==> config.mk <==
export PLATFORM = sky130hd
export DESIGN_NAME = uart_fifo_controller
export DESIGN_NICKNAME = d
export VERILOG_FILES = /design/src/rtl/uart_fifo_controller.sv
export SDC_FILE = /design/constraint.sdc
export NUM_CORES = 1
export LEC_CHECK = 0
export BUFFER_PORTS_ARGS = -buffer_cell sky130_fd_sc_hd__buf_2
export CORE_MARGIN = 2
export CORE_UTILIZATION = 40
export CTS_CLUSTER_DIAMETER = 150
export DETAILED_ROUTE_END_ITERATION = 16
export GPL_TIMING_DRIVEN = 0
export REMOVE_ABC_BUFFERS = 1
export SLEW_MARGIN = 10
export SYNTH_ARGS = -nofsm -noshare
export SYNTH_HDL_FRONTEND = slang
export SYNTH_SLANG_ARGS = --single-unit
==> constraint.sdc <==
create_clock -name i_clk -period 3.4 [get_ports i_clk]
set_clock_uncertainty 0.2 [all_clocks]
set_input_delay 0.68 -clock i_clk [delete_from_list [all_inputs] [get_ports i_clk]]
set_output_delay 0.68 -clock i_clk [all_outputs]
set_load 0.02 [all_outputs]
==> src/rtl/uart_fifo_controller.sv <==
// uart_fifo_controller: buffered UART link controller.
// The TX FIFO feeds a transmit engine and a receive engine feeds the RX FIFO.
// Both FIFOs use valid/ready handshakes. Framing, parity and overrun errors
// are reported through sticky flags.
module uart_fifo_controller #(
    parameter int CLKS_PER_BAUD = 10416,
    parameter int DATA_BITS     = 8,
    parameter int PARITY_EN     = 0,
    parameter int PARITY_ODD    = 0,
    parameter int STOP_BITS     = 1,
    parameter int TX_DEPTH      = 16,
    parameter int RX_DEPTH      = 16
) (
    input  logic                        i_clk,
    input  logic                        i_reset,
    input  logic                        i_uart_rx,
    output logic                        o_uart_tx,
    input  logic                        i_tx_valid,
    output logic                        o_tx_ready,
    input  logic [DATA_BITS-1:0]        i_tx_data,
    output logic                        o_rx_valid,
    input  logic                        i_rx_ready,
    output logic [DATA_BITS-1:0]        o_rx_data,
    output logic [$clog2(TX_DEPTH):0]   o_tx_level,
    output logic [$clog2(RX_DEPTH):0]   o_rx_level,
    output logic                        o_tx_idle,
    output logic                        o_rx_overrun,
    output logic                        o_frame_err,
    output logic                        o_parity_err,
    input  logic                        i_err_clear
);

    localparam int TPW       = $clog2(TX_DEPTH);
    localparam int RPW       = $clog2(RX_DEPTH);
    localparam int TLW       = TPW + 1;
    localparam int RLW       = RPW + 1;
    localparam int STOP_CLKS = STOP_BITS * CLKS_PER_BAUD;
    localparam int CW        = $clog2(STOP_CLKS + 1);

    localparam logic [CW-1:0]  C_BIT_END  = CW'(CLKS_PER_BAUD - 1);
    localparam logic [CW-1:0]  C_HALF_END = CW'(CLKS_PER_BAUD / 2 - 1);
    localparam logic [CW-1:0]  C_STOP_END = CW'(STOP_CLKS - 1);
    localparam logic [2:0]     C_LAST_BIT = 3'(DATA_BITS - 1);
    localparam logic [TLW-1:0] C_TX_FULL  = TLW'(TX_DEPTH);
    localparam logic [RLW-1:0] C_RX_FULL  = RLW'(RX_DEPTH);
    localparam logic           C_PAR_EN   = (PARITY_EN != 0);
    localparam logic           C_ODD      = (PARITY_ODD != 0);

    // Parity of a data word, inverted for odd parity.
    function automatic logic f_parity(input logic [DATA_BITS-1:0] d);
        return (^d) ^ C_ODD;
    endfunction

    typedef enum logic [2:0] {
        TX_IDLE, TX_START, TX_DATA, TX_PARITY, TX_STOP
    } tx_state_t;

    typedef enum logic [2:0] {
        RX_IDLE, RX_START, RX_DATA, RX_PARITY, RX_STOP, RX_WAIT_HIGH
    } rx_state_t;

    // ---------------- TX FIFO ----------------
    logic [DATA_BITS-1:0] r_tx_mem [TX_DEPTH];
    logic [TPW-1:0]       r_tx_wr;
    logic [TPW-1:0]       r_tx_rd;
    logic [TLW-1:0]       r_tx_level;
    logic                 w_tx_push;
    logic                 w_tx_pop;
    logic [DATA_BITS-1:0] w_tx_head;

    // ---------------- TX engine ----------------
    tx_state_t            r_tx_state;
    logic [CW-1:0]        r_tx_cnt;
    logic [2:0]           r_tx_bit;
    logic [DATA_BITS-1:0] r_tx_shift;
    logic                 r_tx_par;
    logic                 r_tx_line;
    logic                 r_tx_idle;
    logic                 w_tx_bit_end;
    logic                 w_tx_stop_end;

    // ---------------- RX engine ----------------
    logic                 r_rx_sync1;
    logic                 r_rx_sync2;
    logic                 w_rx_line;
    rx_state_t            r_rx_state;
    logic [CW-1:0]        r_rx_cnt;
    logic [2:0]           r_rx_bit;
    logic [DATA_BITS-1:0] r_rx_shift;
    logic                 r_rx_par_ok;
    logic                 w_rx_bit_end;
    logic                 w_rx_half_end;
    logic                 w_rx_stop_sample;
    logic                 w_rx_push_req;
    logic                 w_frame_set;
    logic                 w_par_set;

    // ---------------- RX FIFO ----------------
    logic [DATA_BITS-1:0] r_rx_mem [RX_DEPTH];
    logic [RPW-1:0]       r_rx_wr;
    logic [RPW-1:0]       r_rx_rd;
    logic [RLW-1:0]       r_rx_level;
    logic                 w_rx_valid;
    logic                 w_rx_full;
    logic                 w_rx_pop;
    logic                 w_rx_push;
    logic                 w_overrun_set;

    logic                 r_overrun;
    logic                 r_frame_err;
    logic                 r_parity_err;

    assign o_tx_ready    = (r_tx_level != C_TX_FULL);
    assign w_tx_push     = i_tx_valid && o_tx_ready;
    assign w_tx_head     = r_tx_mem[r_tx_rd];
    assign w_tx_bit_end  = (r_tx_cnt == C_BIT_END);
    assign w_tx_stop_end = (r_tx_cnt == C_STOP_END);
    // The engine takes a word when idle, or straight out of the last stop
    // period so that back-to-back frames have no gap.
    assign w_tx_pop      = (r_tx_level != '0) &&
                           ((r_tx_state == TX_IDLE) ||
                            ((r_tx_state == TX_STOP) && w_tx_stop_end));

    // TX FIFO storage; contents are don't-care until written.
    always_ff @(posedge i_clk) begin
        if (w_tx_push) r_tx_mem[r_tx_wr] <= i_tx_data;
    end

    // TX FIFO pointers and exact occupancy count.
    always_ff @(posedge i_clk or posedge i_reset) begin
        if (i_reset) begin
            r_tx_wr    <= '0;
            r_tx_rd    <= '0;
            r_tx_level <= '0;
        end else begin
            if (w_tx_push) r_tx_wr <= r_tx_wr + 1'b1;
            if (w_tx_pop)  r_tx_rd <= r_tx_rd + 1'b1;
            unique case ({w_tx_push, w_tx_pop})
                2'b10:   r_tx_level <= r_tx_level + 1'b1;
                2'b01:   r_tx_level <= r_tx_level - 1'b1;
                default: r_tx_level <= r_tx_level;
            endcase
        end
    end

    // TX FSM; the line is registered from the current state, so the whole
    // frame appears on the pin one cycle after the state that produces it.
    always_ff @(posedge i_clk or posedge i_reset) begin
        if (i_reset) begin
            r_tx_state <= TX_IDLE;
            r_tx_cnt   <= '0;
            r_tx_bit   <= '0;
            r_tx_shift <= '0;
            r_tx_par   <= 1'b0;
            r_tx_line  <= 1'b1;
            r_tx_idle  <= 1'b1;
        end else begin
            r_tx_idle <= (r_tx_state == TX_IDLE) && (r_tx_level == '0);
            unique case (r_tx_state)
                TX_IDLE: begin
                    r_tx_line <= 1'b1;
                    if (w_tx_pop) begin
                        r_tx_shift <= w_tx_head;
                        r_tx_par   <= f_parity(w_tx_head);
                        r_tx_cnt   <= '0;
                        r_tx_state <= TX_START;
                    end
                end
                TX_START: begin
                    r_tx_line <= 1'b0;
                    if (w_tx_bit_end) begin
                        r_tx_cnt   <= '0;
                        r_tx_bit   <= '0;
                        r_tx_state <= TX_DATA;
                    end else begin
                        r_tx_cnt <= r_tx_cnt + 1'b1;
                    end
                end
                TX_DATA: begin
                    r_tx_line <= r_tx_shift[0];
                    if (w_tx_bit_end) begin
                        r_tx_cnt   <= '0;
                        r_tx_shift <= r_tx_shift >> 1;
                        if (r_tx_bit == C_LAST_BIT) begin
                            r_tx_state <= C_PAR_EN ? TX_PARITY : TX_STOP;
                        end else begin
                            r_tx_bit <= r_tx_bit + 1'b1;
                        end
                    end else begin
                        r_tx_cnt <= r_tx_cnt + 1'b1;
                    end
                end
                TX_PARITY: begin
                    r_tx_line <= r_tx_par;
                    if (w_tx_bit_end) begin
                        r_tx_cnt   <= '0;
                        r_tx_state <= TX_STOP;
                    end else begin
                        r_tx_cnt <= r_tx_cnt + 1'b1;
                    end
                end
                TX_STOP: begin
                    r_tx_line <= 1'b1;
                    if (w_tx_stop_end) begin
                        r_tx_cnt <= '0;
                        if (w_tx_pop) begin
                            r_tx_shift <= w_tx_head;
                            r_tx_par   <= f_parity(w_tx_head);
                            r_tx_state <= TX_START;
                        end else begin
                            r_tx_state <= TX_IDLE;
                        end
                    end else begin
                        r_tx_cnt <= r_tx_cnt + 1'b1;
                    end
                end
                default: begin
                    r_tx_line  <= 1'b1;
                    r_tx_state <= TX_IDLE;
                end
            endcase
        end
    end

    assign o_uart_tx = r_tx_line;
    assign o_tx_idle = r_tx_idle;
    assign o_tx_level = r_tx_level;

    // Two-flop synchroniser for the asynchronous serial input, idle high.
    always_ff @(posedge i_clk or posedge i_reset) begin
        if (i_reset) begin
            r_rx_sync1 <= 1'b1;
            r_rx_sync2 <= 1'b1;
        end else begin
            r_rx_sync1 <= i_uart_rx;
            r_rx_sync2 <= r_rx_sync1;
        end
    end

    assign w_rx_line        = r_rx_sync2;
    assign w_rx_bit_end     = (r_rx_cnt == C_BIT_END);
    assign w_rx_half_end    = (r_rx_cnt == C_HALF_END);
    assign w_rx_stop_sample = (r_rx_state == RX_STOP) && w_rx_bit_end;
    assign w_rx_push_req    = w_rx_stop_sample && w_rx_line && (!C_PAR_EN || r_rx_par_ok);
    assign w_frame_set      = w_rx_stop_sample && !w_rx_line;
    assign w_par_set        = (r_rx_state == RX_PARITY) && w_rx_bit_end &&
                              (w_rx_line != f_parity(r_rx_shift));

    // RX FSM: centre-samples each bit after qualifying the start bit at half a bit.
    always_ff @(posedge i_clk or posedge i_reset) begin
        if (i_reset) begin
            r_rx_state  <= RX_IDLE;
            r_rx_cnt    <= '0;
            r_rx_bit    <= '0;
            r_rx_shift  <= '0;
            r_rx_par_ok <= 1'b1;
        end else begin
            unique case (r_rx_state)
                RX_IDLE: begin
                    if (!w_rx_line) begin
                        r_rx_cnt   <= '0;
                        r_rx_state <= RX_START;
                    end
                end
                RX_START: begin
                    if (w_rx_half_end) begin
                        r_rx_cnt <= '0;
                        r_rx_bit <= '0;
                        r_rx_state <= w_rx_line ? RX_IDLE : RX_DATA;
                    end else begin
                        r_rx_cnt <= r_rx_cnt + 1'b1;
                    end
                end
                RX_DATA: begin
                    if (w_rx_bit_end) begin
                        r_rx_cnt   <= '0;
                        r_rx_shift <= {w_rx_line, r_rx_shift[DATA_BITS-1:1]};
                        if (r_rx_bit == C_LAST_BIT) begin
                            r_rx_state <= C_PAR_EN ? RX_PARITY : RX_STOP;
                        end else begin
                            r_rx_bit <= r_rx_bit + 1'b1;
                        end
                    end else begin
                        r_rx_cnt <= r_rx_cnt + 1'b1;
                    end
                end
                RX_PARITY: begin
                    if (w_rx_bit_end) begin
                        r_rx_cnt    <= '0;
                        r_rx_par_ok <= !w_par_set;
                        r_rx_state  <= RX_STOP;
                    end else begin
                        r_rx_cnt <= r_rx_cnt + 1'b1;
                    end
                end
                RX_STOP: begin
                    if (w_rx_bit_end) begin
                        r_rx_cnt   <= '0;
                        r_rx_state <= w_rx_line ? RX_IDLE : RX_WAIT_HIGH;
                    end else begin
                        r_rx_cnt <= r_rx_cnt + 1'b1;
                    end
                end
                RX_WAIT_HIGH: begin
                    if (w_rx_line) r_rx_state <= RX_IDLE;
                end
                default: r_rx_state <= RX_IDLE;
            endcase
        end
    end

    assign w_rx_valid    = (r_rx_level != '0);
    assign w_rx_full     = (r_rx_level == C_RX_FULL);
    assign w_rx_pop      = w_rx_valid && i_rx_ready;
    // A full FIFO still accepts a word when the head leaves in the same cycle.
    assign w_rx_push     = w_rx_push_req && (!w_rx_full || w_rx_pop);
    assign w_overrun_set = w_rx_push_req && w_rx_full && !w_rx_pop;

    // RX FIFO storage; contents are don't-care until written.
    always_ff @(posedge i_clk) begin
        if (w_rx_push) r_rx_mem[r_rx_wr] <= r_rx_shift;
    end

    // RX FIFO pointers and exact occupancy count.
    always_ff @(posedge i_clk or posedge i_reset) begin
        if (i_reset) begin
            r_rx_wr    <= '0;
            r_rx_rd    <= '0;
            r_rx_level <= '0;
        end else begin
            if (w_rx_push) r_rx_wr <= r_rx_wr + 1'b1;
            if (w_rx_pop)  r_rx_rd <= r_rx_rd + 1'b1;
            unique case ({w_rx_push, w_rx_pop})
                2'b10:   r_rx_level <= r_rx_level + 1'b1;
                2'b01:   r_rx_level <= r_rx_level - 1'b1;
                default: r_rx_level <= r_rx_level;
            endcase
        end
    end

    assign o_rx_valid = w_rx_valid;
    assign o_rx_data  = w_rx_valid ? r_rx_mem[r_rx_rd] : '0;
    assign o_rx_level = r_rx_level;

    // Sticky error flags; a new error in the clear cycle keeps the flag set.
    always_ff @(posedge i_clk or posedge i_reset) begin
        if (i_reset) begin
            r_overrun    <= 1'b0;
            r_frame_err  <= 1'b0;
            r_parity_err <= 1'b0;
        end else begin
            if (w_overrun_set)    r_overrun <= 1'b1;
            else if (i_err_clear) r_overrun <= 1'b0;
            if (w_frame_set)      r_frame_err <= 1'b1;
            else if (i_err_clear) r_frame_err <= 1'b0;
            if (w_par_set)        r_parity_err <= 1'b1;
            else if (i_err_clear) r_parity_err <= 1'b0;
        end
    end

    assign o_rx_overrun = r_overrun;
    assign o_frame_err  = r_frame_err;
    assign o_parity_err = r_parity_err;

endmodule

==> impl_metrics.tcl, run 1 <==
set metrics [dict create \
    outcome "finished with violations" \
    holdCritPathClass "in -> async" \
    clkLatencyLatePin_ns 0.54 \
    drv_slew 0 \
    clockBufferDepth 3 \
    ys.flop_type "edfxtp_1" \
    cts_inserted_buffers 39 \
    wl_met3_mm 1.241 \
    crit_path_end_kind "output port" \
    max_freq_ghz 0.2887 \
    die_y_um 195.5 \
    worstPathCellList "clkbuf_16, mux4_2, mux4_2, and2_1, buf_2" \
    power.switching_uw 2705 \
    synth_top_area_share_pct 52.42 \
    setup_viol 8 \
    syn_avg_cell_area_um2 16.40 \
    wl_per_cell_um 19.12 \
    drtIter0Drc 447 \
    drt-total-wl_mm 27.58 \
    p_comb_share_pct 13.3 \
    yosys-top-cells-area "edfxtp_1, dfrtp_1, mux4_2, xnor2_1, nor2_1" \
    rows 70 \
    r2r-start "r_tx_cnt[6]" \
    slowest_delay_ns 0.52 \
    portBuffers 38 \
    htree_num_levels 2 \
    p_seq_share_pct 49.4 \
    crit_fanout 6 \
    cp.required_ns 2.52 \
    power_density_mw_per_mm2 617.5 \
    num_antenna_cells 0 \
    fin_nets 981 \
    root_buffer "clkbuf_16" \
    die_area_mm2 0.03821 \
    grt_pass1_wl_mm 43.73 \
    internal-power_uw 7663 \
    synth_seq_cells 346 \
    worstSetupStartpointType "flop" \
    layout_setup_ws_ns -0.06361 \
    gp_congestion 0.7620 \
    cp_top_family "multiplexers" \
    ys_warn_count 0 \
    first_pass_iters 7 \
    synthArstFlopShare_pct 26.01 \
    io_pins 39 \
    clockPowerShare_pct 37.3 \
    finalHoldViolCount 0 \
    die_w_um 195.5 \
    vdd_drop_max_mv 0.4136 \
    worstPathBufferInverterCount 2 \
    hpwl_mm 17.50 \
    power_leakage_uw 0.006285 \
    wl_met2_mm 13.39 \
    slowest_stage "dfrtp_4" \
    fin_util_pct 46.20 \
    swShare_pct 26.09 \
    max_slew_margin_pct 19.21 \
    worstPathArrival_ns 2.58 \
    syn_area_mm2 0.01467 \
    synth-edff-count 256 \
    crit_type "reg -> out" \
    routed.top_layer "met4" \
    tritoncts "yes" \
    synthDistinctLibCells 66 \
    synth_seq_area_share_pct 67.81 \
    power_uw 10370 \
    syn_to_final_growth_pct 14.50 \
    grt_max_degree 47 \
    synth.largest_area_cell "edfxtp_1" \
    violations "negative setup slack" \
    maxCapViolations 0 \
    fillCellCount 3081 \
    grt_pass1_vias 7715 \
    min_period_over_period_pct 101.9 \
    wl_met1_mm 12.46 \
    rsz0062_at_grt "true" \
    startpoint "r_rx_rd[0]" \
    cts_hold_buf 0 \
    post-route-drc-count 0 \
    grt_use_total_pct 14.79 \
    cp_common_cell "mux4_2" \
    tightest_slew_ns 1.203 \
    via_per_inst 5.218 \
    grt-ovfl-total 0 \
    drive_above_1_share_pct 23.82 \
    routed-via-count 7525 \
    grt_antenna_before_repair 0 \
    ant_nets 0 \
    coreArea_mm2 0.03635 \
    path_clk_slew_ns 0.06 \
    synthCells 894 \
    initial_core_util_pct 40.35 \
    clock_sinks 346 \
    period_minus_slack_ns 3.464 \
]
==> synthesized netlist by cell type, types with 2 or more instances <==
| cell type | instances |
|---|---|
| and2_1 | 12 |
| nand2_1 | 47 |
| xnor2_1 | 43 |
| buf_2 | 7 |
| nor2b_1 | 7 |
| nand3_1 | 12 |
| a22o_1 | 3 |
| edfxtp_1 | 256 |
| and4_1 | 2 |
| or2_2 | 2 |
| mux4_1 | 11 |
| a22oi_1 | 19 |
| buf_1 | 7 |
| and4b_1 | 2 |
| o22ai_1 | 4 |
| a21oi_1 | 22 |
| mux4_2 | 61 |
| clkbuf_1 | 17 |
| inv_1 | 20 |
| and3_1 | 7 |
| ha_1 | 22 |
| nor3_1 | 15 |
| nor4b_1 | 4 |
| mux2_2 | 15 |
| nor2_1 | 84 |
| buf_4 | 2 |
| a211oi_1 | 3 |
| xor2_1 | 17 |
| nand2b_1 | 9 |
| dfstp_2 | 4 |
| o31a_1 | 2 |
| dfrtp_1 | 86 |
| o21ai_0 | 16 |
| nand4_1 | 10 |
| a21o_1 | 3 |
| mux2i_1 | 9 |
| buf_6 | 3 |
==> path summary, 6_finish.rpt <==
| check | end | depth (start not counted) | slack [ns] |
|---|---|---|---|
| worst min-delay path | r_rx_shift[0] | 2 | 0.02 |
| max in group asynchronous | r_rx_sync2 | 3 | 2.27 |
| min in group i_clk | r_rx_sync1 | 1 | 0.06 |
| worst max-delay path | o_rx_data[7] | 5 | -0.06 |
| worst max register to register | o_tx_level[4] | 12 | 0.19 |
| worst min register to register | r_rx_sync2 | 0 | 0.16 |
==> final cells by class <==
cell class | instances | area (µm²) | share of cell area, %
inverters | 20 | 77.57 | 0.4620
clock buffers | 52 | 1066 | 6.349
flip-flops and latches | 346 | 9955 | 59.28
multi-input cells | 488 | 4571 | 27.22
clock inverters | 19 | 111.4 | 0.6632
well taps | 468 | 585.6 | 3.487
repair buffers | 49 | 425.4 | 2.534
==> placed cells by master, fill, tap and decap left out, types with 8 or more instances in the layout <==
cell	synthesis	layout
edfxtp_1	256	256
dfrtp_1	86	82
nor2_1	84	71
mux4_2	61	61
nand2_1	47	47
xnor2_1	43	43
clkbuf_16	0	41
buf_2	7	32
a21oi_1	22	22
ha_1	22	21
inv_1	20	19
a22oi_1	19	19
xor2_1	17	17
o21ai_0	16	16
mux2_2	15	15
nor2_2	1	14
nand3_1	12	12
mux4_1	11	11
nand4_1	10	10
clkbuf_1	17	10
mux2i_1	9	9
nand2b_1	9	8
nor3_1	15	8
clkinv_2	0	8
==> per-stage QoR <==
stage          setup TNS (ns)  hold slack (ns)  setup WS [ns]  instances  instance area [µm²]
6_report              -0.3920          0.01504       -0.06361       1442                16790
5_1_grt               -0.9652          0.03252        -0.1340       1442                16790
4_1_cts               -0.8197          0.01992        -0.1347       1438                16630
3_5_place_dp           -3.680           0.1500        -0.2930       1364                15340
3_3_place_gp          -123.67           0.1481         -1.149       1360                15210
2_1_floorplan          -1.916           0.1452        -0.2395        854                14440
==> sequential cells by signal (all words and copies together), names as in the netlist, 3 cells and up <==
register / cells
o_rx_level: 5
o_tx_level: 5
r_rx_bit: 3
r_rx_cnt: 14
r_rx_mem: 128
r_rx_rd: 4
r_rx_shift: 8
r_rx_state: 3
r_rx_wr: 4
r_tx_bit: 3
r_tx_cnt: 14
r_tx_mem: 128
r_tx_rd: 4
r_tx_shift: 8
r_tx_state: 3
r_tx_wr: 4
==> layer usage <==
layer / vias up / GRT usage [%]
met5: - / 0
li1: 3511 / -
met3: 32 / 2.902
met4: 0 / 4.411
met1: 3853 / 20.17
met2: 129 / 24.18
==> power by group through the flow <==
stage | sequential [µW] | combinational [µW] | clock, µW
after floorplan | 5250 | 716 | 0
after global placement | 5320 | 1040 | 0
after detailed placement | 5210 | 1240 | 0
after CTS | 5100 | 1340 | 3980
after global routing | 5160 | 1510 | 4130
final | 5120 | 1370 | 3870
==> kinds of logic after synthesis <==
group,synth area share [%]
adders and majority gates,2.013
and+or+nand+nor,7.789
xor gates and xnor gates,3.583
DFF,67.81
muxes,13.10
buffers and inverters,2.082
AOI/OAI and AO/OA,3.618
==> what timing repair did <==
action | in CTS | in global routing
cloned | 1 | 1
endpoints found under the setup margin | 90 | 138
pin swaps | 1 | 1
resized for setup | 21 | 27
buffers inserted | 2 | 3
Power figures use the tool's default switching activity.
==> inputs of run 2 (changes only) <==
--- a/config.mk
+++ b/config.mk
@@ -6,11 +6,14 @@
 export NUM_CORES = 1
 export LEC_CHECK = 0
 export BUFFER_PORTS_ARGS = -buffer_cell sky130_fd_sc_hd__buf_2
+export CELL_PAD_IN_SITES_DETAIL_PLACEMENT = 1
+export CELL_PAD_IN_SITES_GLOBAL_PLACEMENT = 1
 export CORE_MARGIN = 2
 export CORE_UTILIZATION = 40
 export CTS_CLUSTER_DIAMETER = 150
 export DETAILED_ROUTE_END_ITERATION = 16
 export GPL_TIMING_DRIVEN = 0
+export PLACE_DENSITY_LB_ADDON = 0.1
 export REMOVE_ABC_BUFFERS = 1
 export SLEW_MARGIN = 10
 export SYNTH_ARGS = -nofsm -noshare
==> run 2 against run 1 <==
Against the previous run:
- the flow still finishes with violations (negative setup slack)
- via count is 1.5% higher
- cell count increased by 0.21%
- combinational power barely moved
- sequential share of layout area down 0.18 points
- clock power grew 2%
- maximum frequency down 1.1%
- sequential power about the same
- global-route usage grew 1.9 points
- critical path type unchanged
- largest cell class unchanged
==> impl_metrics.tcl, run 2 (synthesized netlist as in run 1, its figures left out) <==
set metrics [dict create \
    ant_nets 0 \
    hpwl_mm 20.38 \
    fin_nets 983 \
    crit_type "reg -> out" \
    drtIter0Drc 269 \
    coreArea_mm2 0.03635 \
    finalHoldViolCount 0 \
    setup_viol 8 \
    max_slew_margin_pct 33.56 \
    grt_pass1_wl_mm 48.90 \
    fin_util_pct 46.32 \
    period_minus_slack_ns 3.504 \
    r2r-start "r_tx_cnt[6]" \
    min_period_over_period_pct 103.1 \
    hold_path_depth 1 \
    tritoncts "yes" \
    seqCellArea_mm2 0.009952 \
    final.setup.tns_ns -0.5505 \
    syn_to_final_growth_pct 14.81 \
    grt_max_degree 64 \
    holdCritPathClass "in -> reg" \
    gp_congestion 0.7395 \
    drt-total-wl_mm 30.78 \
    cp.required_ns 2.52 \
    power_leakage_uw 0.006301 \
    tightest_slew_ns 0.9930 \
    io_pins 39 \
    rrSetupSlack_ns 0.21 \
    crit_fanout 8 \
    rows 70 \
    post_dp_cell_area_mm2 0.01536 \
    maxCapViolations 0 \
    post-route-drc-count 0 \
    crit_path_end_kind "output port" \
    die_y_um 195.5 \
    portBuffers 38 \
    layout_common_cells "edfxtp_1, dfrtp_1, nor2_1, mux4_2, nand2_1" \
    top_regs "r_rx_mem x128, r_tx_mem x128" \
    min_to "r_rx_sync1" \
    via_per_inst 5.287 \
    num_antenna_cells 0 \
    outcome "finished with violations" \
    grt_antenna_before_repair 0 \
    rsz0062_at_grt "true" \
    drive_above_1_share_pct 24.16 \
    drv_slew 0 \
    cts_inserted_buffers 39 \
    vdd_drop_max_mv 0.4781 \
    clockBufferDepth 3 \
    root_buffer "clkbuf_16" \
    layout_setup_ws_ns -0.1038 \
    die_w_um 195.5 \
    multi_input_area_mm2 0.004581 \
    max_freq_ghz 0.2854 \
    worstSetupStartpointType "flop" \
    layout_commonest_cell "edfxtp_1" \
    violations "negative setup slack" \
    wl_per_cell_um 21.30 \
    initial_core_util_pct 40.35 \
    grt-ovfl-total 0 \
    grt_pass1_vias 8262 \
    clock_sinks 346 \
    power_density_mw_per_mm2 619.2 \
    final_area_mm2 0.01684 \
    ff2ff_path_depth 12 \
    hold_path.startpoint "i_uart_rx" \
    clkLatencyLatePin_ns 0.55 \
    fillCellCount 3439 \
    routed-via-count 7640 \
    worstPathArrival_ns 2.62 \
    path_clk_slew_ns 0.06 \
    htree_num_levels 2 \
    reg2reg_to "o_tx_level[4]" \
    die_area_mm2 0.03821 \
    first_pass_iters 4 \
    grt_use_total_pct 16.67 \
]
-- run 2: routing by layer --
metal | vias up | track usage [%] | share of wire (%)
li1 | 3530 | - | -
met1 | 3977 | 21.51 | 43
met2 | 100 | 29.30 | 52
met3 | 33 | 2.798 | 2.9
met4 | 0 | 4.354 | 1.4
met5 | - | 0 | 0
-- run 2: critical path, cell delays in order, from the launching register on --
cell	delay, ns
dfrtp_4	0.52
buf_12	0.17
mux4_2	0.54
mux4_2	0.50
and2_1	0.18
buf_2	0.16
-- run 2: final cells by class --
type | count | area share [%]
tap | 468 | 3.478
multi-input combinational | 488 | 27.21
clock buffer | 49 | 6.198
sequential | 346 | 59.11
inverter | 20 | 0.4607
timing repair buffer | 51 | 2.556
clock inverter | 23 | 0.9958
-- run 2: worst max path at each step --
stage / from / to / slack (ns) / depth (start not counted)
floorplan: r_rx_rd[0] / o_rx_data[0] / -0.24 / 3
global placement: i_reset / r_rx_shift[2] / -1.03 / 2
detailed placement: r_tx_cnt[10] / o_tx_level[4] / -0.38 / 13
CTS: r_rx_rd[0] / o_rx_data[4] / -0.14 / 5
global route: r_rx_rd[0] / o_rx_data[4] / -0.15 / 5
finish: r_rx_rd[0] / o_rx_data[4] / -0.10 / 5
-- run 2: per-stage QoR --
step / hold slack (ns) / power (µW) / setup slack (ns) / cells
3_5_place_dp: 0.1500 / 6465 / -0.3789 / 1365
6_report: 0.05541 / 10430 / -0.1038 / 1445
3_3_place_gp: 0.1484 / 6341 / -1.027 / 1360
4_1_cts: 0.03967 / 10510 / -0.1368 / 1442
2_1_floorplan: 0.1452 / 5968 / -0.2395 / 854
5_1_grt: 0.03509 / 10910 / -0.1540 / 1445
-- run 2: where the power goes --
| group | leakage, µW | internal [µW] | switching [µW] | total [µW] |
|---|---|---|---|---|
| clock network | 0.000595 | 2270 | 1670 | 3940 |
| logic | 0.00192 | 622 | 762 | 1380 |
| registers | 0.00379 | 4790 | 308 | 5100 |
| total | 0.00630 | 7680 | 2740 | 10400 |
-- run 2: timing repair --
| action | in CTS | in global routing |
|---|---|---|
| hold endpoints to repair | 27 | 0 |
| gates resized for setup | 23 | 23 |
| hold buffers | 1 | 0 |
| pin swaps | 1 | 1 |
| setup buffers | 4 | 2 |
| cloned | 0 | 1 |
| setup endpoints to repair | 108 | 138 |
==> inputs of run 3 (changes only) <==
--- a/config.mk
+++ b/config.mk
@@ -9,7 +9,7 @@
 export CELL_PAD_IN_SITES_DETAIL_PLACEMENT = 1
 export CELL_PAD_IN_SITES_GLOBAL_PLACEMENT = 1
 export CORE_MARGIN = 2
-export CORE_UTILIZATION = 40
+export CORE_UTILIZATION = 48
 export CTS_CLUSTER_DIAMETER = 150
 export DETAILED_ROUTE_END_ITERATION = 16
 export GPL_TIMING_DRIVEN = 0
==> run 3 against run 2 <==
Against the previous run:
- the run still ends with negative setup slack left
- worst hold slack improved by 0.024 ns
- maximum frequency increased by 1.6%
- total power decreased by 0.75%
- combinational power about the same
- first-iteration DRC count increased by 92%
- register-to-register slack about the same
- wire length decreased by 3.3%
- die area decreased by 16%
- clock-buffer cell count unchanged
- largest power group unchanged
- cell count decreased by 5.6%
- critical path depth unchanged
==> impl_metrics.tcl, run 3 (synthesized netlist as in run 1, its figures left out) <==
set metrics [dict create \
    drive_above_1_share_pct 23.72 \
    die_area_mm2 0.03197 \
    gp_congestion 0.7620 \
    multi_input_area_mm2 0.004563 \
    clock_sinks 346 \
    fin_nets 981 \
    outcome "finished with violations" \
    power_density_mw_per_mm2 620.7 \
    drv_slew 0 \
    num_antenna_cells 0 \
    hold_path_depth 1 \
    worstPathCellList "clkbuf_16, mux4_2, mux4_2, and2_1, buf_4" \
    ant_nets 0 \
    power_leakage_uw 0.006277 \
    io_pins 39 \
    r2r-start "r_tx_cnt[6]" \
    post-route-drc-count 0 \
    max_freq_ghz 0.2900 \
    rows 63 \
    min_period_over_period_pct 101.4 \
    layout_common_cells "edfxtp_1, dfrtp_1, nor2_1, mux4_2, nand2_1" \
    top_regs "r_rx_mem x128, r_tx_mem x128" \
    path_clk_slew_ns 0.06 \
    first_pass_iters 4 \
    layout_commonest_cell "edfxtp_1" \
    portBuffers 38 \
    period_minus_slack_ns 3.449 \
    clkLatencyLatePin_ns 0.52 \
    slowest_delay_ns 0.53 \
    layout_setup_ws_ns -0.04854 \
    power_uw 10350 \
    tightest_slew_ns 0.9731 \
    max_slew_margin_pct 34.89 \
    finalHoldViolCount 0 \
    grt_util_met1_pct 25.08 \
    via_per_inst 5.595 \
    rrSetupSlack_ns 0.20 \
    grt_use_total_pct 19.62 \
    routed-via-count 7631 \
    top_usage_layer "met2" \
    grt-ovfl-total 0 \
    crit_path_end_kind "output port" \
    coreArea_mm2 0.02987 \
    fillCellCount 2696 \
    cts_inserted_buffers 38 \
    htree_num_levels 2 \
    initial_core_util_pct 49.09 \
    crit_type "reg -> out" \
    setup_viol 8 \
    grt_pass1_vias 8504 \
    min_to "r_rx_sync1" \
    die_w_um 178.8 \
    root_buffer "clkbuf_16" \
    met3_usage_pct 2.820 \
    fin_util_pct 55.80 \
    drtIter0Drc 517 \
    maxCapViolations 0 \
    hold_path.startpoint "i_uart_rx" \
    place_ws_ns -0.4774 \
    grt_pass1_wl_mm 47.58 \
    gr-usage-met2_pct 35.03 \
    slowest_stage "dfrtp_4" \
    violations "negative setup slack" \
    drt-total-wl_mm 29.76 \
    grt_max_degree 63 \
    clockBufferDepth 3 \
    wl_per_cell_um 21.82 \
    crit_fanout 6 \
    worstPathArrival_ns 2.57 \
    vdd_drop_max_mv 0.5088 \
    worstSetupStartpointType "flop" \
    cp_common_cell "mux4_2" \
    tritoncts "yes" \
    grt_antenna_before_repair 0 \
    seqCellArea_mm2 0.009955 \
    holdCritPathClass "in -> reg" \
    syn_to_final_growth_pct 13.67 \
    rsz0062_at_grt "true" \
    die_y_um 178.8 \
    cp.required_ns 2.52 \
    reg2reg_to "o_tx_level[4]" \
    ff2ff_path_depth 12 \
    hpwl_mm 19.67 \
]
==> run 3: cell types whose count changed in the layout (fill, tap and decap cells not counted), moves of 4 or more <==
cell and change:
and2_4 -4, and2_1 +4, buf_6 -5, clkinv_1 -7
==> run 3: worst max path at each step <==
stage	start	endpoint	depth (start not counted)
after floorplan	r_rx_rd[0]	o_rx_data[0]	3
after global placement	i_reset	r_rx_rd[0]	2
after CTS	r_rx_cnt[0]	r_rx_mem[3][7]	6
after global routing	r_rx_rd[0]	o_rx_data[4]	5
final	r_rx_rd[0]	o_rx_data[0]	5
after detailed placement	r_rx_cnt[0]	r_rx_mem[2][3]	6
==> run 3: power by group <==
group | internal, µW | total [µW] | switching, µW
Clock | 2250 | 3850 | 1600
Sequential | 4800 | 5130 | 332
Combinational | 648 | 1370 | 720
Total | 7700 | 10300 | 2650
==> run 3: per-stage QoR <==
step / hold WS [ns] / cell area (µm²) / TNS [ns] / std cells
floorplan: 0.1452 / 14440 / -1.916 / 854
global route: 0.06575 / 16670 / -0.7916 / 1364
detailed placement: 0.1490 / 15200 / -6.669 / 1285
global placement: 0.1485 / 15110 / -101.70 / 1282
CTS: 0.06000 / 16510 / -1.760 / 1360
finish: 0.07988 / 16670 / -0.2191 / 1364
==> run 3: layout make-up <==
class | instances | share of cell area (%)
sequential | 346 | 59.72
multi-input combinational | 488 | 27.37
clock buffer | 49 | 6.012
tap | 390 | 2.927
timing repair buffer | 50 | 2.454
clock inverter | 21 | 1.051
inverter | 20 | 0.4654
==> run 3: per-layer routing <==
| metal | part of all wire [%] | up-vias |
|---|---|---|
| li1 | - | 3521 |
| met1 | 42 | 3945 |
| met2 | 53 | 122 |
| met3 | 3.4 | 43 |
| met4 | 1.7 | 0 |
| met5 | 0 | - |
==> run 3: critical path: cells and delay by family, from the launching register on <==
kind	cells	cell delay, ns
mux	2	1.01
flops	1	0.53
buf+inv	2	0.34
simple gates	1	0.17
==> run 3: what timing repair did <==
action | in CTS | in global routing
gates cloned | 1 | 1
endpoints found under the hold margin | 28 | 0
resized for setup | 18 | 18
endpoints found under the setup margin | 79 | 139
pin swaps | 1 | 1
hold buffers | 1 | 0
setup buffers | 3 | 3
